<file path="src/rtl/run_sequencer_pkg.sv">
// Shared state encoding for the batch run controller.
package run_sequencer_pkg;

    typedef enum logic [2:0] {
        RS_IDLE,
        RS_INIT,
        RS_RUN,
        RS_RESULT,
        RS_FINISH
    } run_state_t;

endpackage

</file>
<file path="src/rtl/run_cycle_counter.sv">
// Loadable up/down cycle counter with clear, enable and a terminal-count compare.
module run_cycle_counter #(
    parameter int CNT_W = 16
) (
    input  logic             CLK,
    input  logic             reset,
    input  logic             clr,
    input  logic             load,
    input  logic [CNT_W-1:0] load_val,
    input  logic             en,
    input  logic             up,
    input  logic [CNT_W-1:0] tc_val,
    output logic [CNT_W-1:0] count,
    output logic             tc
);

    always_ff @(posedge CLK) begin
        if (reset || clr) begin
            count <= '0;
        end else if (load) begin
            count <= load_val;
        end else if (en) begin
            count <= up ? count + 1'b1 : count - 1'b1;
        end
    end

    assign tc = (count == tc_val);

endmodule

</file>
<file path="src/rtl/run_sequencer.sv">
// Batch run controller: holds the datapath in init, runs each program until
// DONE or timeout, and reports per-program cycle counts.
module run_sequencer
    import run_sequencer_pkg::*;
#(
    parameter int INIT_CYCLES = 2,
    parameter int MAX_CYCLES  = 50000,
    parameter int CNT_W       = 16
) (
    input  logic             CLK,
    input  logic             reset,
    input  logic             go,
    input  logic [1:0]       num_progs,
    input  logic             DONE,
    output logic             START,
    output logic [1:0]       prog_idx,
    output logic             busy,
    output logic [CNT_W-1:0] cycle_count,
    output logic             result_valid,
    output logic [CNT_W-1:0] result_cycles,
    output logic             result_timeout,
    output logic             batch_done
);

    localparam logic [CNT_W-1:0] INIT_LOAD = CNT_W'(INIT_CYCLES - 1);
    localparam logic [CNT_W-1:0] RUN_LAST  = CNT_W'(MAX_CYCLES - 1);
    localparam logic [CNT_W-1:0] MAX_VAL   = CNT_W'(MAX_CYCLES);

    run_state_t       state;
    logic [1:0]       num_latched;
    logic             last_prog;
    logic             go_accept;
    logic             init_load;
    logic             init_en;
    logic             init_last;
    logic             run_clr;
    logic             run_en;
    logic             run_last;
    logic [CNT_W-1:0] run_count;
    logic [CNT_W-1:0] init_count_unused;

    assign go_accept = (state == RS_IDLE) && go && (num_progs != 2'd0);
    assign last_prog = (prog_idx == num_latched - 2'd1);

    always_comb begin
        init_load = go_accept || ((state == RS_RESULT) && !last_prog);
        init_en   = (state == RS_INIT);
        run_clr   = (state == RS_INIT) && init_last;
        run_en    = (state == RS_RUN);
    end

    // Counts down from INIT_CYCLES-1; reaching zero marks the last init cycle.
    run_cycle_counter #(
        .CNT_W (CNT_W)
    ) u_init_cnt (
        .CLK      (CLK),
        .reset    (reset),
        .clr      (1'b0),
        .load     (init_load),
        .load_val (INIT_LOAD),
        .en       (init_en),
        .up       (1'b0),
        .tc_val   ('0),
        .count    (init_count_unused),
        .tc       (init_last)
    );

    // run_last flags the RUN cycle whose increment reaches MAX_CYCLES.
    run_cycle_counter #(
        .CNT_W (CNT_W)
    ) u_run_cnt (
        .CLK      (CLK),
        .reset    (reset),
        .clr      (run_clr),
        .load     (1'b0),
        .load_val ('0),
        .en       (run_en),
        .up       (1'b1),
        .tc_val   (RUN_LAST),
        .count    (run_count),
        .tc       (run_last)
    );

    assign cycle_count = run_count;

    always_ff @(posedge CLK) begin
        if (reset) begin
            state          <= RS_IDLE;
            START          <= 1'b1;
            busy           <= 1'b0;
            prog_idx       <= 2'd0;
            num_latched    <= 2'd0;
            result_valid   <= 1'b0;
            result_cycles  <= '0;
            result_timeout <= 1'b0;
            batch_done     <= 1'b0;
        end else begin
            result_valid <= 1'b0;
            batch_done   <= 1'b0;
            case (state)
                RS_IDLE: begin
                    if (go_accept) begin
                        num_latched <= num_progs;
                        prog_idx    <= 2'd0;
                        busy        <= 1'b1;
                        state       <= RS_INIT;
                    end
                end
                RS_INIT: begin
                    if (init_last) begin
                        START <= 1'b0;
                        state <= RS_RUN;
                    end
                end
                RS_RUN: begin
                    // DONE takes priority over a coincident timeout.
                    if (DONE) begin
                        result_cycles  <= run_count + 1'b1;
                        result_timeout <= 1'b0;
                        result_valid   <= 1'b1;
                        START          <= 1'b1;
                        state          <= RS_RESULT;
                    end else if (run_last) begin
                        result_cycles  <= MAX_VAL;
                        result_timeout <= 1'b1;
                        result_valid   <= 1'b1;
                        START          <= 1'b1;
                        state          <= RS_RESULT;
                    end
                end
                RS_RESULT: begin
                    if (last_prog) begin
                        batch_done <= 1'b1;
                        state      <= RS_FINISH;
                    end else begin
                        prog_idx <= prog_idx + 2'd1;
                        state    <= RS_INIT;
                    end
                end
                RS_FINISH: begin
                    busy  <= 1'b0;
                    state <= RS_IDLE;
                end
                default: begin
                    state <= RS_IDLE;
                end
            endcase
        end
    end

endmodule
</file>
<file path="config.mk">
export PLATFORM = sky130hd
export DESIGN_NAME = run_sequencer
export DESIGN_NICKNAME = d
export VERILOG_FILES = /design/src/rtl/run_sequencer_pkg.sv /design/src/rtl/run_cycle_counter.sv /design/src/rtl/run_sequencer.sv
export SDC_FILE = /design/constraint.sdc
export NUM_CORES = 1
export LEC_CHECK = 0
export BUFFER_PORTS_ARGS = -buffer_cell sky130_fd_sc_hd__buf_2
export CAP_MARGIN = 40
export CORE_UTILIZATION = 49
export CTS_CLUSTER_SIZE = 14
export DETAILED_ROUTE_END_ITERATION = 16
export GPL_ROUTABILITY_DRIVEN = 0
export PLACE_DENSITY = 0.75
export SLEW_MARGIN = 20
export SYNTH_ARGS = -nofsm -noshare
export SYNTH_HDL_FRONTEND = slang
export SYNTH_SLANG_ARGS = --single-unit
</file>
<file path="constraint.sdc">
create_clock -name CLK -period 2.7 [get_ports CLK]
set_clock_uncertainty 0.15 [all_clocks]
set_input_delay 0.135 -clock CLK [delete_from_list [all_inputs] [get_ports CLK]]
set_output_delay 0.135 -clock CLK [all_outputs]
set_load 0.01 [all_outputs]
</file>
==> summary.md <==
| Metric | Value |
|---|---|
| Outcome | `completed` |
| Syn avg cell area | `8.86 sq um` |
| Iter 0 DRT Violations | `137` |
| Post-synthesis cell count | `308` |
| HP Class | `in -> reg` |
| WS Path Type | `reg -> reg` |
| Die height | `76.6 um` |
| Post-CTS setup buffer count | `0` |
| Net Sw Power | `937 uW` |
| Unrepaired setup endpoints after global routing | `no` |
| Max Freq | `443 MHz` |
| PwrDens | `833 mW/mm^2` |
| # nets final | `364` |
| R2r setup slk | `0.44 ns` |
| Critical path peak fanout | `12` |
| Final core utilization | `0.605` |
| Row cnt | `26` |
| P_int | `1.71 mW` |
| Wire per inst | `13.3 um` |
| Top cell type's share of synthesized area | `0.440` |
| Clk pwr share | `0.248` |
| Max-slew violations | `0` |
| EDFF count, synth | `0` |
| Number of global-route vias before repair | `2153` |
| Post-cts resize count | `0` |
| Initial antenna violation count | `0` |
| Synthesis Warnings | `0` |
| Fin crit share | `0.837` |
| Slew headroom | `0.565` |
| Synthesis-to-finish area growth | `16.1%` |
| First-pass GRT wire length | `9910 um` |
| CTS Sinks | `60` |
| I/O Pins | `45` |
| Period minus WS final | `2.26 ns` |
| Top cells by area, synth | `dfxtp_1 44%, xor2_1 8.0%, nor2_1 7.1%` |
| Share of cells above drive strength 1 | `0.198` |
| # hold bufs at CTS | `4` |
| Arr. time, crit path | `2.34 ns` |
| Static Leak | `1.30 nW` |
| Hold Vio Cnt, Final | `0` |
| Combined area of all synthesized cells | `0.00273 sq mm` |
| Worst vdd ir | `0.000380 V` |
| Die Wd | `76.6 um` |
| Total track usage | `0.216` |
| Clock Path Buffers | `2` |
| Setup violations, final | `0` |
| Die area | `0.00587 sq mm` |
| I/O Buffers | `44` |
| Clock Latency Late Sink | `0.34 ns` |
| Drt drc | `0` |
| Gr ovfl total | `0` |
| Crit. End Element | `register` |
| Post-DP HPWL | `4000 um` |
| Net count after synthesis | `317` |
| Largest net degree at the start of global routing | `19` |
| Reg power frac | `0.441` |
| MaxCap Viol Count | `0` |
| Sequential area share after synthesis | `0.440` |
| Worst Path Required | `2.78 ns` |
| Drt total wl | `5710 um` |
| Number of vias per cell | `5.18` |
| Initial core utilization | `0.521` |
| Worst-path clk slew | `0.06 ns` |
| TritonCTS clock tree | `done` |
| #FFs+latches synth | `60` |
| TritonCTS buffer count | `9` |
| CTS H-tree depth | `3` |
| Ys flop type | `dfxtp_1` |
| Core box area | `0.00524 sq mm` |
| Setup TNS | `0 ns` |
| Synth area leader | `dfxtp_1` |
| Root buf cell | `clkbuf_8` |
| Total power | `2.64 mW` |
| 1st-pass router iterations | `4` |
| Comb power frac | `0.311` |
| Number of nets with antenna violations after routing | `0` |
| Synth unique cells | `44` |
| Routed vias | `2221` |
| Diodes inserted | `0` |
| Synth async-reset ratio | `0` |
| CP startpoint kind | `register` |
| Sw Share | `0.354` |
| Worst Max-Slew Pin Slew | `0.651 ns` |
metrics by stage:
| step | std cells | cell area, sq um | setup WS (ns) | hold WS (ns) |
|---|---|---|---|---|
| CTS | 429 | 3170 | 0.424 | 0.0333 |
| floorplan | 308 | 2730 | 0.673 | 0.144 |
| global route | 429 | 3170 | 0.274 | 0.0661 |
| finish | 429 | 3170 | 0.440 | 0.0439 |
| global placement | 410 | 2980 | 0.500 | 0.280 |
| detailed placement | 410 | 2980 | 0.441 | 0.277 |
power groups by stage:
stage | Combinational [mW] | Clock (mW) | Sequential (mW)
2_1_floorplan | 0.661 | 0 | 1.15
3_3_place_gp | 0.801 | 0 | 1.18
3_5_place_dp | 0.817 | 0 | 1.18
4_1_cts | 0.832 | 0.673 | 1.16
5_1_grt | 0.941 | 0.710 | 1.19
6_report | 0.822 | 0.657 | 1.16
flip-flops by register name, indices dropped and copies added, names as in the netlist:
| register | count |
|---|---|
| batch_done | 1 |
| START | 1 |
| u_run_cnt.count | 16 |
| result_valid | 1 |
| state | 3 |
| prog_idx | 2 |
| busy | 1 |
| result_timeout | 1 |
| num_latched | 2 |
| result_cycles | 16 |
| u_init_cnt.count | 16 |
synthesized netlist by cell type (2+ instances only):
master     n
dfxtp_1   60
nor2_1    52
nand2_1   31
xor2_1    25
xnor2_1   17
nor3_1    12
a22o_1    10
a21oi_1    9
clkbuf_1   8
nand3_1    8
nor2b_1    7
a211oi_2   5
inv_1      5
nand4_1    5
nor4_1     5
buf_2      4
nand2b_1   4
and3_1     3
ha_1       3
nor4b_1    3
o21ai_0    3
a211oi_1   2
and2_1     2
and4_1     2
buf_6      2
or2_2      2
or4_1      2
critical path, stage by stage (launching register included):
cell	delay [ns]
dfxtp_1	0.41
ha_1	0.25
nand3_1	0.29
nor4_4	0.33
o21a_2	0.31
nor2_2	0.14
a22o_1	0.27
final cells by class:
type | count | area (sq um)
multi-input combinational | 228 | 1430
sequential | 60 | 1200
tap | 70 | 87.6
timing repair buffer | 51 | 283
clock inverter | 3 | 15.0
clock buffer | 12 | 135
fill | 473 | 2070
inverter | 5 | 18.8
final timing paths:
check	endpoint	cells after the start	from
worst min register to register	result_cycles[5]$_SDFFE_PP0P_	1	result_cycles[5]$_SDFFE_PP0P_
worst max register to register	result_cycles[2]$_SDFFE_PP0P_	6	u_run_cnt.count[0]$_SDFFE_PP0P_
worst max-delay path	result_cycles[2]$_SDFFE_PP0P_	6	u_run_cnt.count[0]$_SDFFE_PP0P_
worst min-delay path	busy$_SDFFE_PP0P_	2	reset
cell usage in the layout, fill, tap and decap left out, types with 4 or more instances in the layout:
| cell type | Yosys | final |
|---|---|---|
| nor2b_1 | 7 | 7 |
| a211oi_2 | 5 | 5 |
| a21oi_1 | 9 | 9 |
| nor2_1 | 52 | 52 |
| nand3_1 | 8 | 8 |
| nor3_1 | 12 | 12 |
| dfxtp_1 | 60 | 60 |
| buf_2 | 4 | 44 |
| inv_1 | 5 | 5 |
| a22o_1 | 10 | 10 |
| nand2b_1 | 4 | 4 |
| dlygate4sd3_1 | 0 | 4 |
| xor2_1 | 25 | 25 |
| nand4_1 | 5 | 5 |
| xnor2_1 | 17 | 17 |
| clkbuf_8 | 0 | 9 |
| nor4_1 | 5 | 5 |
| nand2_1 | 31 | 31 |
layer usage:
| layer | vias to the layer above | part of all wire | global-route usage |
|---|---|---|---|
| li1 | 1140 | - | - |
| met1 | 1021 | 0.46 | 0.262 |
| met2 | 45 | 0.47 | 0.348 |
| met3 | 15 | 0.039 | 0.0503 |
| met4 | 0 | 0.031 | 0.129 |
| met5 | - | 0 | 0 |
cells by family (layout without fill, tap and decap cells):
| kind of cell | Yosys count | after routing | share of synthesized area |
|---|---|---|---|
| buffers and inverters | 20 | 71 | 0.0362 |
| AO/OA/AOI/OAI | 38 | 38 | 0.110 |
| adder cells (fa/ha/maj) | 3 | 3 | 0.0138 |
| multiplexers | 1 | 1 | 0.00367 |
| flip-flops | 60 | 60 | 0.440 |
| AND/OR/NAND/NOR | 144 | 144 | 0.262 |
| XOR/XNOR | 42 | 42 | 0.135 |
Note: power is estimated with default switching activity, not from simulation.
